`config.mk`:
```
export PLATFORM = sky130hd
export DESIGN_NAME = fp_norm_round_flat
export DESIGN_NICKNAME = d
export VERILOG_FILES = /design/src/rtl/fp_norm_round_pkg.sv /design/src/rtl/fp_norm_round_if.sv /design/src/rtl/fp_norm_round_lzc.sv /design/src/rtl/fp_norm_round.sv /design/src/flat_wrapper.sv
export SDC_FILE = /design/constraint.sdc
export NUM_CORES = 1
export LEC_CHECK = 0
export BUFFER_PORTS_ARGS = -buffer_cell sky130_fd_sc_hd__clkbuf_2
export CAP_MARGIN = 20
export CORE_ASPECT_RATIO = 1.4
export CORE_UTILIZATION = 59
export CTS_CLUSTER_SIZE = 30
export DETAILED_ROUTE_END_ITERATION = 8
export PLACE_DENSITY = 0.94
export RECOVER_POWER = 25
export SKIP_LAST_GASP = 1
export SYNTH_ARGS = -nofsm -noshare
export SYNTH_HDL_FRONTEND = slang
export SYNTH_SLANG_ARGS = --single-unit
```
`constraint.sdc`:
```
create_clock -name clk -period 5 [get_ports clk]
set_clock_uncertainty 0.05 [all_clocks]
set_input_delay 0.25 -clock clk [delete_from_list [all_inputs] [get_ports clk]]
set_output_delay 0.25 -clock clk [all_outputs]
set_load 0.02 [all_outputs]
```
`src/rtl/fp_norm_round_pkg.sv`:
```
// Shared FP32 constants, mantissa bit indices and packed result layout
// for the add/sub normalize-and-round stage.
package fp_norm_round_pkg;

  localparam int unsigned FP_EXP_W   = 8;
  localparam int unsigned FP_FRAC_W  = 23;
  localparam int unsigned EXP_BIAS   = 127;
  localparam int unsigned EXP_MAX    = 255;

  // Unnormalized mantissa: carry, hidden, fraction, G, R, S
  localparam int unsigned FP_MANT_W  = FP_FRAC_W + 5;
  localparam int unsigned CARRY_BIT  = FP_MANT_W - 1;
  localparam int unsigned HIDDEN_BIT = FP_MANT_W - 2;
  localparam int unsigned FRAC_LSB   = 3;
  localparam int unsigned G_BIT      = 2;
  localparam int unsigned R_BIT      = 1;
  localparam int unsigned S_BIT      = 0;

  localparam int unsigned LZC_W      = 32;
  localparam int unsigned LZC_CNT_W  = 5;

  typedef struct packed {
    logic                 sign;
    logic [FP_EXP_W-1:0]  exp;
    logic [FP_FRAC_W-1:0] frac;
  } fp32_t;

endpackage

```
`src/rtl/fp_norm_round_if.sv`:
```
// Upstream operand bus and downstream result bus of the normalize/round stage.
interface fp_norm_round_if #(
  parameter int unsigned EXP_W  = fp_norm_round_pkg::FP_EXP_W,
  parameter int unsigned FRAC_W = fp_norm_round_pkg::FP_FRAC_W
);
  localparam int unsigned MANT_W = FRAC_W + 5;
  localparam int unsigned RES_W  = 1 + EXP_W + FRAC_W;

  logic              in_valid;
  logic              in_ready;
  logic              in_sign;
  logic [EXP_W-1:0]  in_exp;
  logic [MANT_W-1:0] in_mant;
  logic              out_valid;
  logic              out_ready;
  logic [RES_W-1:0]  out_result;
  logic              out_ovf;
  logic              out_unf;
  logic              out_inexact;

  modport master (
    output in_valid, in_sign, in_exp, in_mant, out_ready,
    input  in_ready, out_valid, out_result, out_ovf, out_unf, out_inexact
  );

  modport slave (
    input  in_valid, in_sign, in_exp, in_mant, out_ready,
    output in_ready, out_valid, out_result, out_ovf, out_unf, out_inexact
  );

endinterface

```
`src/rtl/fp_norm_round_lzc.sv`:
```
// 32-bit leading-zero counter; count is meaningful only when valid_c_o is set.
module lzc_32
  import fp_norm_round_pkg::*;
(
  input  logic [LZC_W-1:0]     a_i,
  output logic [LZC_CNT_W-1:0] cnt_c_o,
  output logic                 valid_c_o
);

  // Scan upward so the most significant set bit wins
  always_comb begin
    cnt_c_o   = '0;
    valid_c_o = 1'b0;
    for (int i = 0; i < LZC_W; i++) begin
      if (a_i[i]) begin
        cnt_c_o   = LZC_CNT_W'(LZC_W - 1 - i);
        valid_c_o = 1'b1;
      end
    end
  end

endmodule

```
`src/rtl/fp_norm_round.sv`:
```
// Two-stage normalize (LZC / carry shift) and round-to-nearest-even pack
// for the FP32 add/sub datapath, with valid/ready flow control.
module fp_norm_round #(
  parameter int unsigned EXP_W  = fp_norm_round_pkg::FP_EXP_W,
  parameter int unsigned FRAC_W = fp_norm_round_pkg::FP_FRAC_W
) (
  input logic            clk,
  input logic            rst_n,
  fp_norm_round_if.slave bus
);
  import fp_norm_round_pkg::*;

  localparam int unsigned M_W      = FRAC_W + 5;
  localparam int unsigned CARRY    = M_W - 1;
  localparam int unsigned HIDDEN   = M_W - 2;
  localparam int unsigned EXPS_W   = EXP_W + 2;
  localparam int unsigned RES_W    = 1 + EXP_W + FRAC_W;
  localparam int unsigned EXP_ALL1 = (1 << EXP_W) - 1;

  // Normalized operand; carry bit is always clear after stage 1
  typedef struct packed {
    logic              sign;
    logic [EXPS_W-1:0] exp;
    logic [M_W-2:0]    mant;
  } s1_t;

  s1_t                  s1_d, s1_q;
  logic                 s1_valid_q;
  logic                 out_valid_q;
  logic [RES_W-1:0]     res_d, res_q;
  logic                 ovf_d, ovf_q;
  logic                 unf_d, unf_q;
  logic                 inex_d, inex_q;
  logic                 s1_en, s2_en;

  logic [LZC_W-1:0]     lzc_in;
  logic [LZC_CNT_W-1:0] lz;
  logic                 lz_v;

  logic [M_W-2:0]       m;
  logic                 g, r, s, lsb, rnd_up, frac_co;
  logic [FRAC_W-1:0]    frac_r;
  logic [EXPS_W-1:0]    exp_r;

  assign s2_en        = !out_valid_q | bus.out_ready;
  assign s1_en        = !s1_valid_q | s2_en;
  assign bus.in_ready = s1_en;

  assign lzc_in = {bus.in_mant[HIDDEN:0], {(LZC_W - HIDDEN - 1){1'b0}}};

  lzc_32 u_lzc (
    .a_i       (lzc_in),
    .cnt_c_o   (lz),
    .valid_c_o (lz_v)
  );

  // Stage 1: right shift on carry-out (folding the dropped bit into S), else left-normalize
  always_comb begin
    s1_d      = '0;
    s1_d.sign = bus.in_sign;
    if (bus.in_mant[CARRY]) begin
      s1_d.mant = {bus.in_mant[CARRY:R_BIT+1], bus.in_mant[R_BIT] | bus.in_mant[S_BIT]};
      s1_d.exp  = EXPS_W'(bus.in_exp) + EXPS_W'(1);
    end else if (lz_v) begin
      s1_d.mant = bus.in_mant[HIDDEN:0] << lz;
      s1_d.exp  = EXPS_W'(bus.in_exp) - EXPS_W'(lz);
    end
  end

  // Stage 2: RNE increment, then zero / overflow / flush-to-zero selection
  always_comb begin
    m      = s1_q.mant;
    g      = m[G_BIT];
    r      = m[R_BIT];
    s      = m[S_BIT];
    lsb    = m[FRAC_LSB];
    rnd_up = g & (r | s | lsb);
    {frac_co, frac_r} = {1'b0, m[HIDDEN-1:FRAC_LSB]} + (FRAC_W + 1)'(rnd_up);
    exp_r  = s1_q.exp + EXPS_W'(frac_co);
    res_d  = {s1_q.sign, exp_r[EXP_W-1:0], frac_r};
    ovf_d  = 1'b0;
    unf_d  = 1'b0;
    inex_d = g | r | s;
    if (!m[HIDDEN]) begin
      res_d  = {s1_q.sign, (RES_W - 1)'(0)};
      inex_d = 1'b0;
    end else if ($signed(exp_r) >= $signed(EXPS_W'(EXP_ALL1))) begin
      res_d  = {s1_q.sign, EXP_W'(EXP_ALL1), FRAC_W'(0)};
      ovf_d  = 1'b1;
      inex_d = 1'b1;
    end else if ($signed(exp_r) <= $signed(EXPS_W'(0))) begin
      res_d  = {s1_q.sign, (RES_W - 1)'(0)};
      unf_d  = 1'b1;
      inex_d = 1'b1;
    end
  end

  always_ff @(posedge clk or negedge rst_n) begin
    if (!rst_n) begin
      s1_valid_q  <= 1'b0;
      s1_q        <= '0;
      out_valid_q <= 1'b0;
      res_q       <= '0;
      ovf_q       <= 1'b0;
      unf_q       <= 1'b0;
      inex_q      <= 1'b0;
    end else begin
      if (s1_en) begin
        s1_valid_q <= bus.in_valid;
        if (bus.in_valid) s1_q <= s1_d;
      end
      if (s2_en) begin
        out_valid_q <= s1_valid_q;
        if (s1_valid_q) begin
          res_q  <= res_d;
          ovf_q  <= ovf_d;
          unf_q  <= unf_d;
          inex_q <= inex_d;
        end
      end
    end
  end

  assign bus.out_valid   = out_valid_q;
  assign bus.out_result  = res_q;
  assign bus.out_ovf     = ovf_q;
  assign bus.out_unf     = unf_q;
  assign bus.out_inexact = inex_q;

endmodule

```
`src/flat_wrapper.sv`:
```
// flat-port wrapper written by rule: the top's interface ports become plain ports
module fp_norm_round_flat import fp_norm_round_pkg::*;
#(
  parameter int unsigned EXP_W  = fp_norm_round_pkg::FP_EXP_W,
  parameter int unsigned FRAC_W = fp_norm_round_pkg::FP_FRAC_W
)
  (clk, rst_n, bus_in_valid, bus_in_sign, bus_in_exp, bus_in_mant, bus_out_ready, bus_in_ready, bus_out_valid, bus_out_result, bus_out_ovf, bus_out_unf, bus_out_inexact);
  fp_norm_round_if #(.EXP_W(EXP_W), .FRAC_W(FRAC_W)) bus_i ();
  input logic clk;
  input logic rst_n;
  input wire logic [$bits(bus_i.in_valid)-1:0] bus_in_valid;
  input wire logic [$bits(bus_i.in_sign)-1:0] bus_in_sign;
  input wire logic [$bits(bus_i.in_exp)-1:0] bus_in_exp;
  input wire logic [$bits(bus_i.in_mant)-1:0] bus_in_mant;
  input wire logic [$bits(bus_i.out_ready)-1:0] bus_out_ready;
  output wire logic [$bits(bus_i.in_ready)-1:0] bus_in_ready;
  output wire logic [$bits(bus_i.out_valid)-1:0] bus_out_valid;
  output wire logic [$bits(bus_i.out_result)-1:0] bus_out_result;
  output wire logic [$bits(bus_i.out_ovf)-1:0] bus_out_ovf;
  output wire logic [$bits(bus_i.out_unf)-1:0] bus_out_unf;
  output wire logic [$bits(bus_i.out_inexact)-1:0] bus_out_inexact;
  assign bus_i.in_valid = bus_in_valid;
  assign bus_i.in_sign = bus_in_sign;
  assign bus_i.in_exp = bus_in_exp;
  assign bus_i.in_mant = bus_in_mant;
  assign bus_i.out_ready = bus_out_ready;
  assign bus_in_ready = bus_i.in_ready;
  assign bus_out_valid = bus_i.out_valid;
  assign bus_out_result = bus_i.out_result;
  assign bus_out_ovf = bus_i.out_ovf;
  assign bus_out_unf = bus_i.out_unf;
  assign bus_out_inexact = bus_i.out_inexact;
  fp_norm_round #(.EXP_W(EXP_W), .FRAC_W(FRAC_W)) u_core (.clk(clk), .rst_n(rst_n), .bus(bus_i));
endmodule
```
After elaboration in Yosys (flattened, before gate mapping)

Cells that the tools add are included.

$lt $le $gt $ge: 2
Bitwise gates (word level): 8
$add $sub $neg: 4
Multiplexer cells: 67
Reduce and logical (&&, ||, !) cells: 4
Shift-type cells: 1

Operator list:

| kind                  | count |
|---|---|
| $mux W5               | 27 |
| $mux W31              | 3 |
| $mux W37              | 2 |
| $mux W1               | 35 |
| $shl A27 B5 Y27       | 1 |
| $add A23 B1 Y24       | 1 |
| $add A10 B1 Y10       | 1 |
| $ge A10 B9 Y1 const B | 1 |
| $le A10 B1 Y1 const B | 1 |
| $add A8 B1 Y9 const B | 1 |
| $sub A8 B5 Y9         | 1 |
| $or A1 B1 Y1          | 7 |
| $reduce_and A2 Y1     | 2 |
| $logic_not A1 Y1      | 2 |
| $and A1 B1 Y1         | 1 |

Output and inout bits: 37
Register bits after elaboration: 75
Bits of input ports: 41
Word-level logic and storage cells: 95

Depth between registers and ports, before layout

Depth in word-level cells: 30
Mapped depth: 19
Depth with buffers taken out: 18

By module

A second synthesis with hierarchy kept.

Cells, all modules: 681
Area total of the unflattened synthesis: 5,863.1 um^2

Modules (own cells, without submodules):

| module        | seq. area each (um^2) | area each (um^2) | cells each | times used |
|---|---|---|---|---|
| fp_norm_round | 1,876.8               | 5,492.8          | 616        | 1 |
| lzc_32        | 0.0                   | 370.4            | 65         | 1 |

Worst setup path before layout

OpenSTA, ideal clock, no wires.

Kind: reg2reg
Start point: register u_core.s1_q (netlist bit u_core.m[2])
End point: register u_core.res_q[10] (netlist: u_core.bus.out_result[10])
Arrival time: 3.783 ns
Period minus slack after synthesis: 3.966 ns
Setup time: 0.133 ns
Cell stages (with the launch flop): 18
Path buffers: 1
Data required time: 4.817 ns
Slack: 1.034 ns
Cell sequence: dfrtp_1 and2_1 nand3_1 nor2_1 and3_1 nand3_1 nor3_1 and3_1 ha_1 ha_1 nand3_1 xnor2_1 or4_1 o31ai_1 nor2_1 nand2_1 clkbuf_1 o21ai_0

Cells in the longest elaborated chain, start to end: 7
Elaborated cells on any way between the ends: 8
Classes of those cells: add/sub (2); order compare (2); mux (3); bitwise (1)

RTL lines:

| item                   | RTL line             | RTL |
|---|---|---|
| from (decl)            | fp_norm_round.sv:27  | `s1_t s1_d, s1_q;` |
| from (signal assigned) | fp_norm_round.sv:101 | `s1_q <= '0;` |
| from (signal assigned) | fp_norm_round.sv:110 | `if (bus.in_valid) s1_q <= s1_d;` |
| $and A1 B1 Y1 *        | fp_norm_round.sv:77  | `rnd_up = g & (r \| s \| lsb);` |
| $add A23 B1 Y24 *      | fp_norm_round.sv:78  | `{frac_co, frac_r} = {1'b0, m[HIDDEN-1:FRAC_LSB]} + (FRAC_W + 1)'(rnd_up);` |
| $add A10 B1 Y10        | fp_norm_round.sv:79  | `exp_r = s1_q.exp + EXPS_W'(frac_co);` |
| $le A10 B1 Y1          | fp_norm_round.sv:91  | `end else if ($signed(exp_r) <= $signed(EXPS_W'(0))) begin` |
| $mux W31               | fp_norm_round.sv:91  |  |
| $mux W31 *             | fp_norm_round.sv:87  | `end else if ($signed(exp_r) >= $signed(EXPS_W'(EXP_ALL1))) begin` |
| $mux W31 *             | fp_norm_round.sv:84  | `if (!m[HIDDEN]) begin` |
| to (signal assigned)   | fp_norm_round.sv:115 | `res_q <= res_d;` |
| to (decl)              | fp_norm_round.sv:30  | `logic [RES_W-1:0] res_d, res_q;` |

Mark *: on every way between the ends. The rest lies on a longest branch, timed or not.
A chain may end at the register's enable or synchronous reset.

Final worst setup path

Start point: register u_core.s1_q (netlist bit u_core.m[2])
End point: register u_core.res_q[6] (netlist: u_core.bus.out_result[6])

The elaborated chain is that of the path after synthesis.

==> flow_metrics.py <==
metrics = {
    "logic_synthesis": {
        "synth_nets": 747,
        "postSynthAreaPerCell_sq_um": 8.03,
        "synth_common_cells": "91 x nand2_1, 75 x dfrtp_1, 75 x nor2_1",
        "netlist.area_leader.share_pct": 33.6,
        "synth_cells": 696,
        "ys_ff_latch": 75,
        "async_reset_ff_share_pct": 100,
        "ys_seq_area_share_pct": 33.6,
        "synth_edf_count": 0,
        "synth.area.top_cells": "dfrtp_1 34%, nand2_1 6.1%, nor2_1 5.0%",
        "synth_flop_cell": "dfrtp_1",
        "synth_area_leader_cell": "dfrtp_1",
        "syn_area_sq_um": 5590,
        "synth_most_common_cell": "nand2_1",
        "synth_cell_types": 69,
        "yosys_warnings": 0,
    },
    "power": {
        "p_leak_nw": 2.76,
        "p_per_area_nw_per_um2": 334,
        "p_total_w": 0.00212,
        "peakVddDrop_v": 0.000179,
    },
    "hold_path": {
        "min_from": "bus_in_sign",
        "hp-class": "in2reg",
    },
    "floorplan": {
        "std_cell_rows": 41,
        "ioPinCount": 78,
        "die_area_sq_um": 9870,
        "start_util_pct": 61.2,
        "die_w_um": 84.3,
        "die_y_um": 117,
        "core_sq_um": 9130,
    },
    "sta": {
        "slew_headroom_pct": 30.6,
        "rsz0062_at_grt": "false",
        "min_period_over_period_pct": 93.8,
        "min_period_ns": 4.69,
        "clock.fmax_mhz": 213,
        "setup_viol": 0,
        "holdWs_ns": 0.0617,
        "tightest_slew_ns": 1.04,
        "hold_viol": 0,
        "drv_slew": 0,
        "final.setup.tns_ns": 0,
    },
    "global_route": {
        "gr-total-overflow": 0,
        "grt_pass1_wl_um": 30200,
        "grt_max_degree": 57,
        "grt_pass1_vias": 5739,
        "antenna_found_initial": 0,
        "grt_usage_pct": 40.1,
    },
    "clock_network": {
        "h-tree-depth": 3,
        "cts_root_buf": "clkbuf_16",
        "clkSinkCount": 75,
        "clkLatencyLatePin_ns": 0.34,
        "cts_buffers": 9,
        "clock_tree.buffer_depth": 2,
        "cts_tree": "yes",
        "clkTransAtPathRegs_ns": 0.06,
        "cts_setup_buffers": 0,
    },
    "final_layout": {
        "antenna_cells": 0,
        "fin_util_pct": 69.4,
        "final_cell_area_sq_um": 6330,
        "area.growth.synth_to_final_pct": 13.3,
        "num-fill-cells": 731,
        "fin_nets": 811,
        "drive_gt1_share_pct": 12.3,
    },
    "route": {
        "drtAntennaViolNets": 0,
        "dr.pass1.iters": 7,
        "viasPerCell": 6.94,
        "vias": 6051,
        "drc": 16,
        "post_drt_wl_per_cell_um": 22.1,
        "routed_wl_um": 19300,
        "drtIter0Drc": 700,
    },
    "worst_setup_path": {
        "cp_data_arrival_time_ns": 4.80,
        "critical_path_class": "reg2reg",
        "cp-end-kind": "flip-flop",
        "required_ns": 5.12,
        "start_kind": "flip-flop",
        "critPathLaunch": "u_core.m[2]",
        "cp_max_fo": 22,
        "r2r_start": "u_core.m[2]",
    },
    "job": {
        "drv_cap": 0,
    },
    "place": {
        "dp_hpwl_um": 13900,
        "placed_cell_area_sq_um": 6040,
        "gp_congestion": 0.979,
        "port_buffers": 77,
    },
    "status": {
        "status": "finished, violations left",
        "violations": "DRC",
    },
}
==> area by class of cell <==
cell class | count | area [sq um] | share of cell area (%)
Clock buffer | 15 | 288 | 4.54
Clock inverter | 1 | 5.00 | 0.0790
Inverter | 14 | 52.6 | 0.830
Multi-Input combinational cell | 569 | 3510 | 55.4
Sequential cell | 75 | 1880 | 29.6
Tap cell | 107 | 134 | 2.11
Timing Repair Buffer | 91 | 468 | 7.39
==> registers in the layout, indices dropped and copies added, names as in the netlist <==
register,flops
u_core.bus.out_unf,1
u_core.bus.out_ovf,1
u_core.bus.out_inexact,1
u_core.s1_valid_q,1
u_core.m,27
u_core.s1_q,11
u_core.bus.out_valid,1
u_core.bus.out_result,32
==> per-stage QoR <==
step / std cells / worst slack (ns)
after CTS: 871 / 0.243
after global routing: 872 / 0.0114
after global placement: 854 / 0.711
after detailed placement: 854 / 0.436
final: 872 / 0.311
after floorplan: 696 / 1.03
==> per-layer routing <==
layer | global-route usage (%) | up-vias | share of wire, %
met5 | 0 | - | 0
met4 | 28.3 | 0 | 6.5
met3 | 5.82 | 84 | 6.7
met2 | 70.5 | 367 | 49
met1 | 45.1 | 2899 | 38
li1 | - | 2701 | -
==> final timing paths <==
check,slack (ns),endpoint,depth (start not counted)
max,0.31,u_core.bus.out_result[6],18
min,0.06,u_core.s1_q[37],3
max reg2reg,0.31,u_core.bus.out_result[6],18
min reg2reg,0.43,u_core.bus.out_result[19],2
max in group asynchronous,3.04,u_core.bus.out_result[18],3
min in group asynchronous,0.58,u_core.s1_q[37],2
==> cell usage in the layout (no fill, tap or decap), types with 4 or more instances in the layout <==
cell type	n
nand4_1	8
o211ai_1	4
xnor2_1	17
a32oi_1	4
buf_4	12
o21bai_1	4
clkbuf_16	9
nand2_1	90
nor4_1	6
nand2b_1	6
a211oi_1	10
nor3_1	19
a21oi_1	37
and3_1	19
clkbuf_1	28
xor2_1	20
a221o_1	10
or3_1	4
and2_1	4
nand3_1	29
inv_1	11
o22ai_1	4
a31oi_1	8
o2111ai_1	4
ha_1	9
mux2i_1	24
o31ai_1	6
a22oi_1	10
o21ai_1	9
clkbuf_2	51
or4_1	5
dfrtp_1	75
a221oi_1	9
o21ai_0	53
nor2_1	74
nor2b_1	9
mux2_2	4
clkbuf_8	4
==> kinds of logic after synthesis <==
family                     share of synthesized area, %
DFF                                                33.6
buffers and inverters                              3.74
and+or+nand+nor                                    23.7
xor gates and xnor gates                           5.80
adders and majority gates                          2.37
muxes                                              5.91
AOI/OAI and AO/OA                                  24.9
==> worst max-delay path, cell delays in order, from the launching register on <==
cell and delay (ns):
dfrtp_1 0.42, and2_1 0.19, nand3_1 0.16, nor2_1 0.23
and3_1 0.27, nand3_1 0.18, nor3_1 0.32, and3_1 0.25
ha_1 0.27, ha_1 0.28, nand3_1 0.11, xor2_1 0.24
nand2_1 0.12, or4_1 0.41, o31ai_1 0.21, buf_4 0.18
nor2_2 0.09, nand2_2 0.28, o21ai_0 0.26
==> power breakdown <==
part	switching, W	leakage (nW)	internal (W)
Clock	0.000234	0.146	0.000389
Sequential	0.000114	0.914	0.000724
Combinational	0.000429	1.70	0.000227
Total	0.000777	2.76	0.00134
==> repair_timing <==
item                                    in CTS  in global routing
hold buffers                                 1                  0
hold endpoints to repair                    19                  0
gates resized for setup                      0                  2
endpoints found under the setup margin       0                 22
No activity file was read; power rests on OpenSTA's default activity.
